[config.mk]
export PLATFORM = sky130hd
export DESIGN_NAME = snow64_clz_sequencer
export DESIGN_NICKNAME = d
export VERILOG_FILES = /design/src/rtl/snow64_clz_seq_pkg.sv /design/src/rtl/Snow64CountLeadingZeros32.sv /design/src/rtl/snow64_clz_sequencer.sv
export SDC_FILE = /design/constraint.sdc
export NUM_CORES = 1
export LEC_CHECK = 0
export CAP_MARGIN = 5
export CORE_MARGIN = 2
export CORE_UTILIZATION = 50
export CTS_BUF_LIST = sky130_fd_sc_hd__clkbuf_16
export CTS_CLUSTER_DIAMETER = 150
export DETAILED_ROUTE_END_ITERATION = 12
export PLACE_DENSITY = 0.94
export SKIP_LAST_GASP = 1
export SLEW_MARGIN = 20
export SYNTH_ARGS = -nofsm -noshare
export SYNTH_HDL_FRONTEND = slang
export SYNTH_HIERARCHICAL = 1
export SYNTH_SLANG_ARGS = --single-unit
[constraint.sdc]
create_clock -name clk -period 5.6 [get_ports clk]
set_input_delay 0.84 -clock clk [delete_from_list [all_inputs] [get_ports clk]]
set_output_delay 0.84 -clock clk [all_outputs]
set_load 0.02 [all_outputs]
[src/rtl/snow64_clz_seq_pkg.sv]
// Shared types and helpers for the CLZ sequencer: size codes, FSM states,
// the captured request, and the padded 32-bit CLZ input builder.
package snow64_clz_seq_pkg;

  localparam int DATA_WIDTH = 64;
  localparam int CNT_WIDTH  = 7;

  typedef enum logic [1:0] {
    SZ_8  = 2'd0,
    SZ_16 = 2'd1,
    SZ_32 = 2'd2,
    SZ_64 = 2'd3
  } size_e;

  typedef enum logic [1:0] {
    ST_IDLE    = 2'd0,
    ST_PASS_HI = 2'd1,
    ST_PASS_LO = 2'd2,
    ST_DONE    = 2'd3
  } state_e;

  typedef struct packed {
    logic [DATA_WIDTH-1:0] operand;
    size_e                 size;
  } req_t;

  // Ones-padding below a narrow operand caps the count at its width.
  function automatic logic [31:0] clz_pad(input logic [DATA_WIDTH-1:0] op,
                                          input size_e sz);
    case (sz)
      SZ_8:    return {op[7:0], 24'hFF_FFFF};
      SZ_16:   return {op[15:0], 16'hFFFF};
      SZ_32:   return op[31:0];
      default: return op[63:32];
    endcase
  endfunction

endpackage

[src/rtl/Snow64CountLeadingZeros32.sv]
// 32-bit count-leading-zeros; a zero input yields 32.
module Snow64CountLeadingZeros32 (
  input  logic [31:0] value,
  output logic [5:0]  count
);

  // Scan upward so the highest set bit writes last and wins.
  always_comb begin
    count = 6'd32;
    for (int i = 0; i < 32; i++) begin
      if (value[i]) count = 6'(31 - i);
    end
  end

endmodule

[src/rtl/snow64_clz_sequencer.sv]
// Round-robin shared CLZ service: two requesters, one 32-bit CLZ unit,
// 64-bit operands with a zero upper half take a second pass.
module snow64_clz_sequencer
  import snow64_clz_seq_pkg::*;
#(
  parameter int NUM_REQ = 2
) (
  input  logic                          clk,
  input  logic                          rst_n,
  input  logic [NUM_REQ-1:0]            req_valid,
  output logic [NUM_REQ-1:0]            req_ready,
  input  logic [NUM_REQ*DATA_WIDTH-1:0] req_operand,
  input  logic [NUM_REQ*2-1:0]          req_size,
  output logic                          out_valid,
  input  logic                          out_ready,
  output logic [CNT_WIDTH-1:0]          out_count,
  output logic                          out_id
);

  state_e                state;
  req_t                  req_q;
  logic                  last_grant;
  logic                  grant;
  logic                  accept;
  logic [31:0]           clz_in;
  logic [5:0]            clz_cnt;
  logic                  hi_zero;
  req_t                  sel_req;

  // Arbitration: a lone requester wins; on contention, alternate.
  always_comb begin
    case (req_valid)
      2'b10:   grant = 1'b1;
      2'b11:   grant = ~last_grant;
      default: grant = 1'b0;
    endcase
  end

  assign accept    = (state == ST_IDLE) && (|req_valid);
  assign req_ready = accept ? (grant ? 2'b10 : 2'b01) : 2'b00;

  assign sel_req.operand = grant ? req_operand[2*DATA_WIDTH-1:DATA_WIDTH]
                                 : req_operand[DATA_WIDTH-1:0];
  assign sel_req.size    = size_e'(grant ? req_size[3:2] : req_size[1:0]);

  assign clz_in  = (state == ST_PASS_LO) ? req_q.operand[31:0]
                                         : clz_pad(req_q.operand, req_q.size);
  assign hi_zero = (req_q.size == SZ_64) && (req_q.operand[63:32] == 32'd0);

  Snow64CountLeadingZeros32 u_clz (
    .value (clz_in),
    .count (clz_cnt)
  );

  always_ff @(posedge clk or negedge rst_n) begin
    if (!rst_n) begin
      state      <= ST_IDLE;
      req_q      <= '0;
      last_grant <= 1'b1;
      out_valid  <= 1'b0;
      out_count  <= '0;
      out_id     <= 1'b0;
    end else begin
      case (state)
        ST_IDLE: begin
          if (accept) begin
            req_q      <= sel_req;
            last_grant <= grant;
            out_id     <= grant;
            state      <= ST_PASS_HI;
          end
        end
        ST_PASS_HI: begin
          if (hi_zero) begin
            state <= ST_PASS_LO;
          end else begin
            out_count <= {1'b0, clz_cnt};
            out_valid <= 1'b1;
            state     <= ST_DONE;
          end
        end
        ST_PASS_LO: begin
          // Upper half was all zero, so its 32 zeros precede the low-half count.
          out_count <= 7'd32 + {1'b0, clz_cnt};
          out_valid <= 1'b1;
          state     <= ST_DONE;
        end
        default: begin
          if (out_ready) begin
            out_valid <= 1'b0;
            state     <= ST_IDLE;
          end
        end
      endcase
    end
  end

endmodule

After elaboration in Yosys (flattened, before gate mapping):

Cells that the tools add are included.

* register bits: 78
* bits in latches: 0
* bits in writable memories: 0
* bits in read-only memories: 0
* input bits: 137
* output and inout bits: 11
* logic and storage cells: 80
* memories kept: 0

* add/subtract/negate cells: 1
* $mul: 0
* divide/modulo/power cells: 0
* order comparisons: 0
* equality and inequality tests: 9
* shift-type cells: 0
* multiplexer cells: 48
* bitwise logic cells: 2
* reductions and logical operators: 13

Operators by type and width (count)
* $mux W6: 32
* $pmux W32 S3: 1
* $mux W64: 1
* $logic_not A32 Y1: 1
* $mux W32: 1
* $pmux W7 S2: 1
* $eq A2 B2 Y1 const B: 5
* $mux W2: 5
* $add A6 B6 Y7 const A: 1
* $mux W7: 1
* $pmux W2 S3: 1
* $reduce_and A2 Y1: 3
* $eq A2 B1 Y1 const B: 2
* $logic_not A2 Y1: 2
* $ne A2 B2 Y1 const B: 2
* $reduce_bool A4 Y1: 1
* $mux W1: 3
* $pmux W1 S3: 1
* $reduce_and A3 Y1: 1
* $reduce_bool A3 Y1: 1
* $logic_and A1 B1 Y1: 2
* $not A1 Y1: 2
* $pmux W1 S2: 1
* $reduce_bool A2 Y1: 1
* $reduce_or A2 Y1: 1

Longest topological paths before layout:

* depth after elaboration: 37
* mapped depth: 14
* mapped depth without buffers: 12

Hierarchy:

Netlist, hierarchy kept.

By module, submodules not included
* snow64_clz_sequencer: instances 1, cells an instance 436, area each 4275.4 µm², sequential area each 1953.1 µm²
* Snow64CountLeadingZeros32: instances 1, cells an instance 65, area each 367.9 µm², sequential area each 0.0 µm²

Worst setup path before layout:

No wires, ideal clock.

* path type: reg2reg
* from: register state[0]
* to: register out_count[5]
* library setup time: 0.125 ns
* data arrival time: 2.820 ns
* required time: 5.475 ns
* path slack: 2.655 ns
* cell stages (with the launch flop): 14
* buffers on the path: 2
* clock period less this slack: 2.945 ns
* path through: dfrtp_1 > inv_1 > ha_1 > clkbuf_1 > clkinv_1 > clkbuf_1 > o22ai_1 > a21oi_1 > nor4_1 > and2_1 > nand3_1 > nor4_1 > ha_1 > mux2_2

RTL lines
* start: declaration: line snow64_clz_sequencer.sv:20 `state_e state;`
* start signal: assignment: line snow64_clz_sequencer.sv:57 `state <= ST_IDLE;`
* start signal: assignment: line snow64_clz_sequencer.sv:70 `state <= ST_PASS_HI;`
* start signal: assignment: line snow64_clz_sequencer.sv:75 `state <= ST_PASS_LO;`
* $eq A2 B2 Y1 (*): line snow64_clz_sequencer.sv:46 `assign clz_in = (state == ST_PASS_LO) ? req_q.operand[31:0]`
* $mux W32 (*): line snow64_clz_sequencer.sv:46
* named net clz_in[20]: line snow64_clz_sequencer.sv:25 `logic [31:0] clz_in;`
* $mux W6 (*) (12 in series): line Snow64CountLeadingZeros32.sv:11 `if (value[i]) count = 6'(31 - i);`
* named net clz_cnt[5]: line snow64_clz_sequencer.sv:26 `logic [5:0] clz_cnt;`
* $add A6 B6 Y7 / $mux W7 (equally long branches): line snow64_clz_sequencer.sv:84, snow64_clz_sequencer.sv:74
* $pmux W7 S2 (*): line snow64_clz_sequencer.sv:64 `case (state)`
* end signal: assignment: line snow64_clz_sequencer.sv:77 `out_count <= {1'b0, clz_cnt};`
* end signal: assignment: line snow64_clz_sequencer.sv:84 `out_count <= 7'd32 + {1'b0, clz_cnt};`
* end: declaration: line snow64_clz_sequencer.sv:16 `output logic [CNT_WIDTH-1:0] out_count,`

The timed path passes the listed nets; every way through them passes the cells marked *. The select of a mux whose other input is x is not followed.
A chain may end at the register's enable or synchronous reset.

Worst setup path after layout:

* from: input port req_valid[0]
* to: output port req_ready[0]

* longest elaborated chain between the ends: 4

Ends and longest elaborated chain
* start: declaration: line snow64_clz_sequencer.sv:10 `input logic [NUM_REQ-1:0] req_valid,`
* $eq A2 B2 Y1: line snow64_clz_sequencer.sv:32 `case (req_valid)`
* $pmux W1 S2: line snow64_clz_sequencer.sv:32
* $mux W2: line snow64_clz_sequencer.sv:40 `assign req_ready = accept ? (grant ? 2'b10 : 2'b01) : 2'b00;`
* $mux W2 (*): line snow64_clz_sequencer.sv:40
* end: declaration: line snow64_clz_sequencer.sv:11 `output logic [NUM_REQ-1:0] req_ready,`

Every way passes the cells marked *; elsewhere a longest branch is shown, timed or not.

==> results.py <==
metrics = {
    "floorplan": {
        "core_um2": 9110,
        "die_x_um": 100,
        "start_util_pct": 51.0,
        "die_area_um2": 10100,
        "die_y_um": 100,
        "row_count": 35,
        "pin_count": 148,
    },
    "worst_setup_path": {
        "rr_endpoint": "out_count[5]",
        "worstPathArrival_ns": 2.99,
        "path_class": "primary input to output port",
        "crit_buf_inv": 3,
        "r2r_slack_ns": 1.98,
        "worstPathCellList": "clkdlybuf4s50_1 > nand2_1 > a21oi_4 > buf_4 > clkdlybuf4s50_1",
        "r2r_start": "req_q[0]",
        "crit_path_max_incr_delay_ns": 0.73,
        "crit_path_top_delay_cell": "clkdlybuf4s50_1",
        "path_common_cell": "clkdlybuf4s50_1",
        "required_ns": 4.76,
        "path_max_fanout": 67,
        "reg2regPathDepth": 10,
        "critPathLaunch": "req_valid[0]",
        "critPathCaptureType": "output port",
        "start_kind": "primary input",
        "crit_family": "buffers and inverters",
    },
    "placement": {
        "place_congestion": 0.927,
        "place_hpwl_um": 10900,
        "port_buffers": 147,
        "place_area_um2": 6170,
        "dp.cells": 724,
    },
    "global_route": {
        "antenna_found_initial": 0,
        "gr-total-overflow": 0,
        "grt_pass1_vias": 4742,
        "grt_max_degree": 79,
        "grt_pass1_wl_um": 24000,
        "grt_use_total_pct": 30.1,
    },
    "route": {
        "top_layer": "met4",
        "routed_via_density": 6.59,
        "route.met3.wl_um": 1230,
        "wl_met1_um": 6400,
        "wl_per_cell_um": 20.6,
        "wirelength_um": 15200,
        "drt_iter0_markers": 658,
        "drc": 0,
        "wl_met2_um": 7310,
        "dr.pass1.iters": 8,
        "vias": 4882,
        "antenna_violating_nets_post_route": 0,
    },
    "timing": {
        "finClkSkew_ns": 0.00850,
        "hold_viol": 0,
        "setup_violations": 0,
        "rsz0062_at_grt": "no",
        "fmax_mhz": 261,
        "tightest_slew_ns": 1.14,
        "period_needed_ns": 3.83,
        "period_share_pct": 68.4,
        "timing.slew.headroom_pct": 24.0,
        "setup_tns_ns": 0,
        "drv_slew": 0,
        "holdWs_ns": 0.480,
    },
    "clock_network": {
        "clock_tree.buffer_depth": 2,
        "clock-root-buffer": "clkbuf_16",
        "numCtsBuffers": 9,
        "ctsResizeCount": 0,
        "path_clk_slew_ns": 0.06,
        "ctsHtreeMaxLevel": 3,
        "hold_buffers": 0,
        "cts_tree": "yes",
        "cts_setup_buffers": 0,
        "clkLatencyLatePin_ns": 0.34,
        "cts_sinks": 78,
    },
    "final_layout": {
        "fin_area_um2": 6540,
        "area_delta_synth_final_pct": 40.9,
        "drive_above_1_share_pct": 7.78,
        "antenna_cells": 0,
        "instances_no_fill": 741,
        "nets": 767,
    },
    "synthesis": {
        "synth.yosys.seq_area_share_pct": 42.1,
        "synth_enable_flop_cells": 0,
        "synth.avg_cell_area_um2": 9.27,
        "post_synth_num_cell_types": 49,
        "synthFlopType": "dfrtp_1",
        "async_reset_ff_share_pct": 100,
        "synth_area_leaders": "dfrtp_1 (41%), a222oi_1 (14%), inv_1 (6.1%)",
        "ys_warn_count": 6,
        "syn-instance-count": 501,
        "synth_fp_nets": 643,
        "netlist_area_um2": 4640,
        "yosys.area.top_type": "dfrtp_1",
        "ys_seq_elements": 78,
        "synth_top_area_share_pct": 41.5,
    },
    "hold_path": {
        "min_to": "out_id",
        "hold_depth": 1,
        "hp-class": "flip-flop to flip-flop",
        "hp-start": "out_id",
    },
    "power": {
        "power.density_nw_per_um2": 586,
        "p_leak_nw": 2.97,
        "ir_drop_mv": 0.275,
    },
    "run_status": {
        "outcome": "complete, no violations",
    },
    "flow_run": {
        "maxCapViolations": 0,
    },
}
[flip-flops by register name, indices dropped and copies added (netlist names)]
name	cells
last_grant	1
req_q	66
state	2
out_id	1
out_valid	1
out_count	7
[power by group]
group	total (W)	internal, W	switching, W
registers	0.00120	0.000828	0.000374
logic	0.00196	0.000881	0.00108
clock network	0.000664	0.000434	0.000230
[layout make-up]
| cell class | instances | area (um^2) |
|---|---|---|
| clock buffers | 9 | 225 |
| clock inverters | 7 | 115 |
| fillers | 684 | 2570 |
| inverters | 77 | 289 |
| multi-input cells | 305 | 2280 |
| flip-flops and latches | 78 | 1950 |
| well taps | 111 | 139 |
| repair buffers | 154 | 1540 |
[metal layers]
metal	up-vias	track usage, %
met5	-	0
met4	0	8.54
met3	35	5.57
met2	283	50.0
met1	2377	40.6
li1	2187	-
[stage by stage]
stage / util, % / power [W] / setup slack [ns]
after floorplan: - / 0.00247 / 2.65
after global placement: 67.8 / 0.00303 / 1.86
after detailed placement: 67.8 / 0.00308 / 1.74
after CTS: 71.5 / 0.00377 / 1.74
after global routing: 71.8 / 0.00408 / 1.65
final: 71.8 / 0.00383 / 1.77
[logic make-up (layout without fill, tap and decap cells)]
group | count (synthesis) | in the layout | synth area share, %
and+or+nand+nor | 102 | 102 | 12.3
muxes | 16 | 16 | 3.85
AOI/OAI and AO/OA | 182 | 182 | 30.8
DFF | 78 | 78 | 42.1
buffers and inverters | 118 | 247 | 9.65
adders and majority gates | 5 | 5 | 1.35
[worst reg2reg max path: cells and delay by family (launching register included)]
family          cells  cell delay (ns)
flops               1             0.69
buf+inv             1             0.46
compound gates      2             0.32
mux                 1             0.25
fa+ha+maj           1             0.28
simple gates        5             1.49
[worst max path at each step]
| stage | endpoint | cells after the start |
|---|---|---|
| 6_report | req_ready[0] | 5 |
| 3_3_place_gp | req_ready[0] | 5 |
| 3_5_place_dp | req_ready[0] | 5 |
| 4_1_cts | req_ready[0] | 5 |
| 5_1_grt | out_count[5] | 10 |
| 2_1_floorplan | out_count[5] | 13 |
[cell usage after synthesis, types with 5 or more instances]
cell and count:
dfrtp_1 77, inv_1 76, a222oi_1 66, o22ai_1 40, clkbuf_1 28, a21oi_1 26, nand2b_1 24, nor2_1 19
nand2_1 18, a2bb2oi_1 16, mux2_2 15, nor4_1 15, o21ai_0 12, buf_1 9, nor3_1 6, ha_1 5
[placed cells by master, fill, tap and decap left out, types with 2 or more instances in the layout]
cell type,n
a2bb2oi_1,16
a222oi_1,66
nand3_1,2
a21oi_4,2
a2111oi_0,2
or4_4,2
or4_1,3
o22ai_1,40
dfrtp_1,76
and2_1,2
clkbuf_16,9
o21ai_0,12
buf_4,7
nor2_1,19
a21oi_1,24
clkdlybuf4s50_1,146
inv_1,77
a21o_1,3
nand2_1,18
bufinv_16,3
o31ai_1,4
ha_1,5
nor3_1,6
nor4_1,15
mux2_2,15
nand2b_1,24
nor2b_1,2
Power figures use the tool's default switching activity.
